File: src/rtl/seg_readback.sv
// Receive-side decoder for a scanned active-low 7-segment bus: filters each digit
// for stability, inverse-decodes it to a nibble and publishes complete words.
module seg_readback #(
  parameter int DIGITS        = 4,
  parameter int STABLE_CYCLES = 4
) (
  input  logic                  clk,
  input  logic                  reset,
  input  logic [6:0]            segments,
  input  logic [DIGITS-1:0]     anodes,
  output logic [4*DIGITS-1:0]   value,
  output logic                  valid,
  output logic                  error,
  output logic [DIGITS-1:0]     digit_err,
  output logic                  frame_done
);

  localparam int         IDX_W     = (DIGITS > 1) ? $clog2(DIGITS) : 1;
  localparam logic [3:0] STABLE    = 4'(STABLE_CYCLES);
  localparam logic [3:0] STABLE_M1 = 4'(STABLE_CYCLES - 1);
  localparam logic [6:0] BLANK     = 7'b1111111;

  typedef enum logic [0:0] {ST_ACQ = 1'b0, ST_PUBLISH = 1'b1} state_t;

  // Returns {hit, nibble}; hit is low for any pattern outside the hex table.
  function automatic logic [4:0] seg_decode(input logic [6:0] pat);
    case (pat)
      7'b1000000: seg_decode = {1'b1, 4'h0};
      7'b1111001: seg_decode = {1'b1, 4'h1};
      7'b0100100: seg_decode = {1'b1, 4'h2};
      7'b0110000: seg_decode = {1'b1, 4'h3};
      7'b0011001: seg_decode = {1'b1, 4'h4};
      7'b0010010: seg_decode = {1'b1, 4'h5};
      7'b0000010: seg_decode = {1'b1, 4'h6};
      7'b1111000: seg_decode = {1'b1, 4'h7};
      7'b0000000: seg_decode = {1'b1, 4'h8};
      7'b0010000: seg_decode = {1'b1, 4'h9};
      7'b0001000: seg_decode = {1'b1, 4'hA};
      7'b0000011: seg_decode = {1'b1, 4'hB};
      7'b0100111: seg_decode = {1'b1, 4'hC};
      7'b0100001: seg_decode = {1'b1, 4'hD};
      7'b0000110: seg_decode = {1'b1, 4'hE};
      7'b0001110: seg_decode = {1'b1, 4'hF};
      default:    seg_decode = {1'b0, 4'h0};
    endcase
  endfunction

  logic [DIGITS+6:0]   prev_q;
  logic [3:0]          cnt_q, cnt_d;
  logic [4*DIGITS-1:0] shadow_q, shadow_d;
  logic [DIGITS-1:0]   err_sh_q, err_sh_d;
  logic [DIGITS-1:0]   seen_q, seen_d;
  state_t              state_q, state_d;
  logic [4*DIGITS-1:0] value_q;
  logic                valid_q, error_q, frame_done_q;
  logic [DIGITS-1:0]   digit_err_q;

  logic [DIGITS+6:0]   sample_s;
  logic                sel_s, same_s, capture_s, cap_upd_s, publish_s;
  logic [IDX_W-1:0]    sel_idx_s;
  logic [4:0]          dec_s;

  assign sample_s  = {anodes, segments};
  assign sel_s     = $onehot(~anodes);
  assign same_s    = (sample_s == prev_q);
  assign capture_s = sel_s & same_s & (cnt_q == STABLE_M1);
  assign cap_upd_s = capture_s & (segments != BLANK);
  assign dec_s     = seg_decode(segments);

  // Index of the single active-low anode (meaningful only when sel_s is high).
  always_comb begin
    sel_idx_s = '0;
    for (int i = 0; i < DIGITS; i++) begin
      sel_idx_s = anodes[i] ? sel_idx_s : IDX_W'(i);
    end
  end

  // Stability counter next state, saturating so a held pattern captures once.
  always_comb begin
    cnt_d = 4'd0;
    if (!sel_s) begin
      cnt_d = 4'd0;
    end else if (!same_s) begin
      cnt_d = 4'd1;
    end else if (cnt_q < STABLE) begin
      cnt_d = cnt_q + 4'd1;
    end else begin
      cnt_d = cnt_q;
    end
  end

  // Publish FSM next state.
  always_comb begin
    state_d   = state_q;
    publish_s = 1'b0;
    case (state_q)
      ST_ACQ: begin
        if (&seen_q) begin
          state_d   = ST_PUBLISH;
          publish_s = 1'b1;
        end else begin
          state_d = ST_ACQ;
        end
      end
      ST_PUBLISH: state_d = ST_ACQ;
      default:    state_d = ST_ACQ;
    endcase
  end

  // Shadow word update; the publish clear of seen precedes a same-edge capture set.
  always_comb begin
    shadow_d = shadow_q;
    err_sh_d = err_sh_q;
    seen_d   = publish_s ? {DIGITS{1'b0}} : seen_q;
    for (int k = 0; k < DIGITS; k++) begin
      if (cap_upd_s && (sel_idx_s == IDX_W'(k))) begin
        seen_d[k] = 1'b1;
        if (dec_s[4]) begin
          shadow_d[4*k +: 4] = dec_s[3:0];
          err_sh_d[k]        = 1'b0;
        end else begin
          err_sh_d[k] = 1'b1;
        end
      end else begin
        seen_d[k] = seen_d[k];
      end
    end
  end

  // State registers and registered outputs.
  always_ff @(posedge clk or posedge reset) begin
    if (reset) begin
      prev_q       <= '0;
      cnt_q        <= 4'd0;
      shadow_q     <= '0;
      err_sh_q     <= '0;
      seen_q       <= '0;
      state_q      <= ST_ACQ;
      value_q      <= '0;
      valid_q      <= 1'b0;
      error_q      <= 1'b0;
      digit_err_q  <= '0;
      frame_done_q <= 1'b0;
    end else begin
      prev_q       <= sample_s;
      cnt_q        <= cnt_d;
      shadow_q     <= shadow_d;
      err_sh_q     <= err_sh_d;
      seen_q       <= seen_d;
      state_q      <= state_d;
      frame_done_q <= publish_s;
      if (publish_s) begin
        value_q     <= shadow_q;
        digit_err_q <= err_sh_q;
        error_q     <= |err_sh_q;
        valid_q     <= 1'b1;
      end else begin
        value_q     <= value_q;
        digit_err_q <= digit_err_q;
        error_q     <= error_q;
        valid_q     <= valid_q;
      end
    end
  end

  assign value      = value_q;
  assign valid      = valid_q;
  assign error      = error_q;
  assign digit_err  = digit_err_q;
  assign frame_done = frame_done_q;

endmodule

File: config.mk
export PLATFORM = sky130hd
export DESIGN_NAME = seg_readback
export DESIGN_NICKNAME = d
export VERILOG_FILES = /design/src/rtl/seg_readback.sv
export SDC_FILE = /design/constraint.sdc
export NUM_CORES = 1
export LEC_CHECK = 0
export ABC_CLOCK_PERIOD_IN_PS = 1900
export CAP_MARGIN = 20
export CORE_ASPECT_RATIO = 1.5
export CORE_UTILIZATION = 56
export DETAILED_ROUTE_END_ITERATION = 8
export DONT_BUFFER_PORTS = 1
export GPL_ROUTABILITY_DRIVEN = 0
export GPL_TIMING_DRIVEN = 0
export PLACE_DENSITY = 0.73
export RECOVER_POWER = 100
export SKIP_LAST_GASP = 1
export SYNTH_ARGS = -nofsm -noshare
export SYNTH_HDL_FRONTEND = slang
export SYNTH_SLANG_ARGS = --single-unit
export TNS_END_PERCENT = 30
File: constraint.sdc
create_clock -name clk -period 1.9 [get_ports clk]
set_input_delay 0.19 -clock clk [delete_from_list [all_inputs] [get_ports clk]]
set_output_delay 0.19 -clock clk [all_outputs]
set_load 0.02 [all_outputs]
==> results.sh <==
export IMPL_ys_ff_latch=62
export IMPL_nFillCells=349
export IMPL_ir_worst_vdd_uv=590
export IMPL_grt_usage=0.242
export IMPL_yosys_area_top_type_share=0.531
export IMPL_multi_input_area_sq_mm=0.00136
export IMPL_rrSetupSlack_ns=-0.30
export IMPL_grt_pass1_vias=2141
export IMPL_final_common_cell="dfrtp_1"
export IMPL_topRoutingLayerUsed="met4"
export IMPL_synthCells=275
export IMPL_finalCriticalPeriod_ns=2.23
export IMPL_num_vias=2133
export IMPL_cts_root_buffer="clkbuf_8"
export IMPL_worst_setup_path_end_kind="flop"
export IMPL_setup_worst_path_start_class="input port"
export IMPL_num_rows=31
export IMPL_core_area_sq_mm=0.00493
export IMPL_m1WireLength_um=2250
export IMPL_dp_hpwl_um=3980
export IMPL_critical_path_class="input port to flop"
export IMPL_final_util=0.719
export IMPL_areaGrowthSynthToFinish_pct=21.3
export IMPL_final_antenna_net_count=0
export IMPL_grt_pass1_wl_um=9720
export IMPL_maxCapViolCount=0
export IMPL_status="complete, but fails checks"
export IMPL_dpl_instance_area_sq_mm=0.00306
export IMPL_vias_per_cell=5.64
export IMPL_die_area_sq_mm=0.00551
export IMPL_seqCellArea_sq_mm=0.00155
export IMPL_post_route_cell_area_sq_mm=0.00354
export IMPL_r2r_start="prev_q[10]"
export IMPL_met2_length_um=3190
export IMPL_hp_class="input port to flop"
export IMPL_antennaDiodeCount=0
export IMPL_fin_skew_ns=0.00839
export IMPL_setup_violations=20
export IMPL_violations="negative setup slack"
export IMPL_avgSynthCellArea_sq_um=10.6
export IMPL_finalMaxSlewViolations=0
export IMPL_die_h_um=90.4
export IMPL_worst_r2r_cell_count=6
export IMPL_timing_rr_end="shadow_q[14]"
export IMPL_min_from="anodes[2]"
export IMPL_cp_max_fo=4
export IMPL_syn_area_sq_mm=0.00292
export IMPL_slew_headroom=0.456
export IMPL_worst_pin_slew_ns=0.815
export IMPL_port_buffers=0
export IMPL_avgRoutedWirePerCell_um=15.5
export IMPL_cts_tree="built"
export IMPL_rsz0062_at_grt="yes"
export IMPL_p_leak_nw=1.67
export IMPL_hold_violations=0
export IMPL_routed_wl_met3_um=255
export IMPL_final_cell_mix="dfrtp_1 (62), nand2_1 (58), o21ai_0 (16)"
export IMPL_antenna_found_initial=0
export IMPL_whs_ns=0.0496
export IMPL_synth_area_leaders="dfrtp_1 (53%), nand2_1 (7.5%), mux2_2 (6.2%), xor2_1 (3.6%), a2111oi_4 (2.8%)"
export IMPL_cts_htree_levels=3
export IMPL_cts_buffers=9
export IMPL_floorplan_initialDensity=0.593
export IMPL_worst_ep_required_time_ns=2.12
export IMPL_nNetsFinal=325
export IMPL_fin_ws_ns=-0.333
export IMPL_die_w_um=61.0
export IMPL_synth_fp_nets=292
export IMPL_fin_crit_sh=1.18
export IMPL_ys_flop_type="dfrtp_1"
export IMPL_io_pins=36
export IMPL_ys_warn_count=0
export IMPL_synthArstFlopShare=1.00
export IMPL_wirelength_um=5860
export IMPL_ctsLongestPathBuffers=2
export IMPL_seq_area_frac_synth=0.531
export IMPL_hold_depth=2
export IMPL_clock_latency_ns=0.34
export IMPL_cts_sinks=62
export IMPL_dr_pass1_iters=4
export IMPL_path_clk_slew_ns=0.07
export IMPL_synth_top_area_cell="dfrtp_1"
export IMPL_grt_max_degree=42
export IMPL_yosysUniqueCellTypes=48
export IMPL_power_density_mw_per_mm2=803
export IMPL_drive_above_1_share=0.212
export IMPL_synth_edff_count=0
export IMPL_drt_iter0_markers=77
export IMPL_crit_end="shadow_q[14]"
export IMPL_startpoint="anodes[0]"
export IMPL_arrival_ns=2.46
export IMPL_max_freq_mhz=448
export IMPL_overflow=0
export IMPL_drc=0
## routing by layer
| metal | up-vias | global-route usage |
|---|---|---|
| met1 | 1041 | 0.279 |
| met5 | - | 0 |
| met2 | 56 | 0.396 |
| met4 | 0 | 0.123 |
| li1 | 1018 | - |
| met3 | 18 | 0.0659 |
## worst max-delay path: stages
cell       delay [ns]
fa_1             0.52
inv_1            0.04
ha_2             0.18
ha_4             0.22
nor3b_4          0.26
nand4_4          0.17
a2111oi_4        0.36
buf_4            0.19
mux2_2           0.33
## stage by stage
stage / TNS, ns / power [W] / instances / setup WS, ns
finish: -4.72 / 0.00284 / 378 / -0.333
global route: -6.73 / 0.00296 / 378 / -0.419
CTS: -4.67 / 0.00286 / 374 / -0.324
floorplan: -8.60 / 0.00153 / 275 / -0.492
global placement: -39.09 / 0.00155 / 341 / -0.771
detailed placement: -13.70 / 0.00157 / 342 / -0.830
## repair_timing
item,4_1_cts,5_1_grt
endpoints found under the setup margin,23,23
pin swaps,3,0
setup buffers,5,4
hold buffers,12,0
hold endpoints to repair,32,0
gates resized for setup,8,7
## flip-flops by register name (all words and copies together) (netlist names)
name,cells
cnt_q,4
value,16
prev_q,11
frame_done,1
error,1
digit_err,4
seen_q,4
shadow_q,16
err_sh_q,4
valid,1
## kinds of logic (layout without fill, tap and decap cells)
group / Yosys count / count (layout) / share of synthesized area
XOR/XNOR: 12 / 12 / 0.0360
AND/OR/NAND/NOR: 113 / 113 / 0.194
flip-flops: 62 / 62 / 0.531
buffers and inverters: 27 / 64 / 0.0420
adder cells (fa/ha/maj): 4 / 4 / 0.0197
multiplexers: 16 / 16 / 0.0617
AO/OA/AOI/OAI: 41 / 41 / 0.115
## final cells by class
type	count	area share
plain buffers	13	0.0198
clock buffers	11	0.0427
clock inverters	4	0.0198
inverters	14	0.0148
multi-input cells	186	0.384
flip-flops and latches	62	0.438
well taps	66	0.0233
repair buffers	22	0.0572
## synthesized netlist by cell type (all sizes together), types with 2 or more instances
library cell   n
a2111oi        4
a211oi         2
a21o           4
a21oi          5
a31oi          2
buf            6
clkbuf         7
dfrtp         62
ha             3
inv           13
mux2          16
nand2         58
nand2b         3
nand3          5
nand4          4
nor2           9
nor3           8
nor3b          5
nor4           5
nor4bb         2
o21ai         17
or2            2
or3            4
or4            3
xor2          12
## worst min-delay path by stage
| stage | to | slack, ns |
|---|---|---|
| detailed placement | cnt_q[3] | 0.12 |
| CTS | shadow_q[15] | 0.05 |
| global placement | prev_q[5] | 0.22 |
| finish | seen_q[2] | 0.05 |
| floorplan | prev_q[0] | 0.22 |
| global route | seen_q[3] | 0.04 |
## power by group
part           switching [W]  internal [W]  total, W
registers         0.00000852       0.00134   0.00134
clock network       0.000485      0.000798   0.00128
logic               0.000128     0.0000882  0.000216
(Power assumes the default switching activity.)
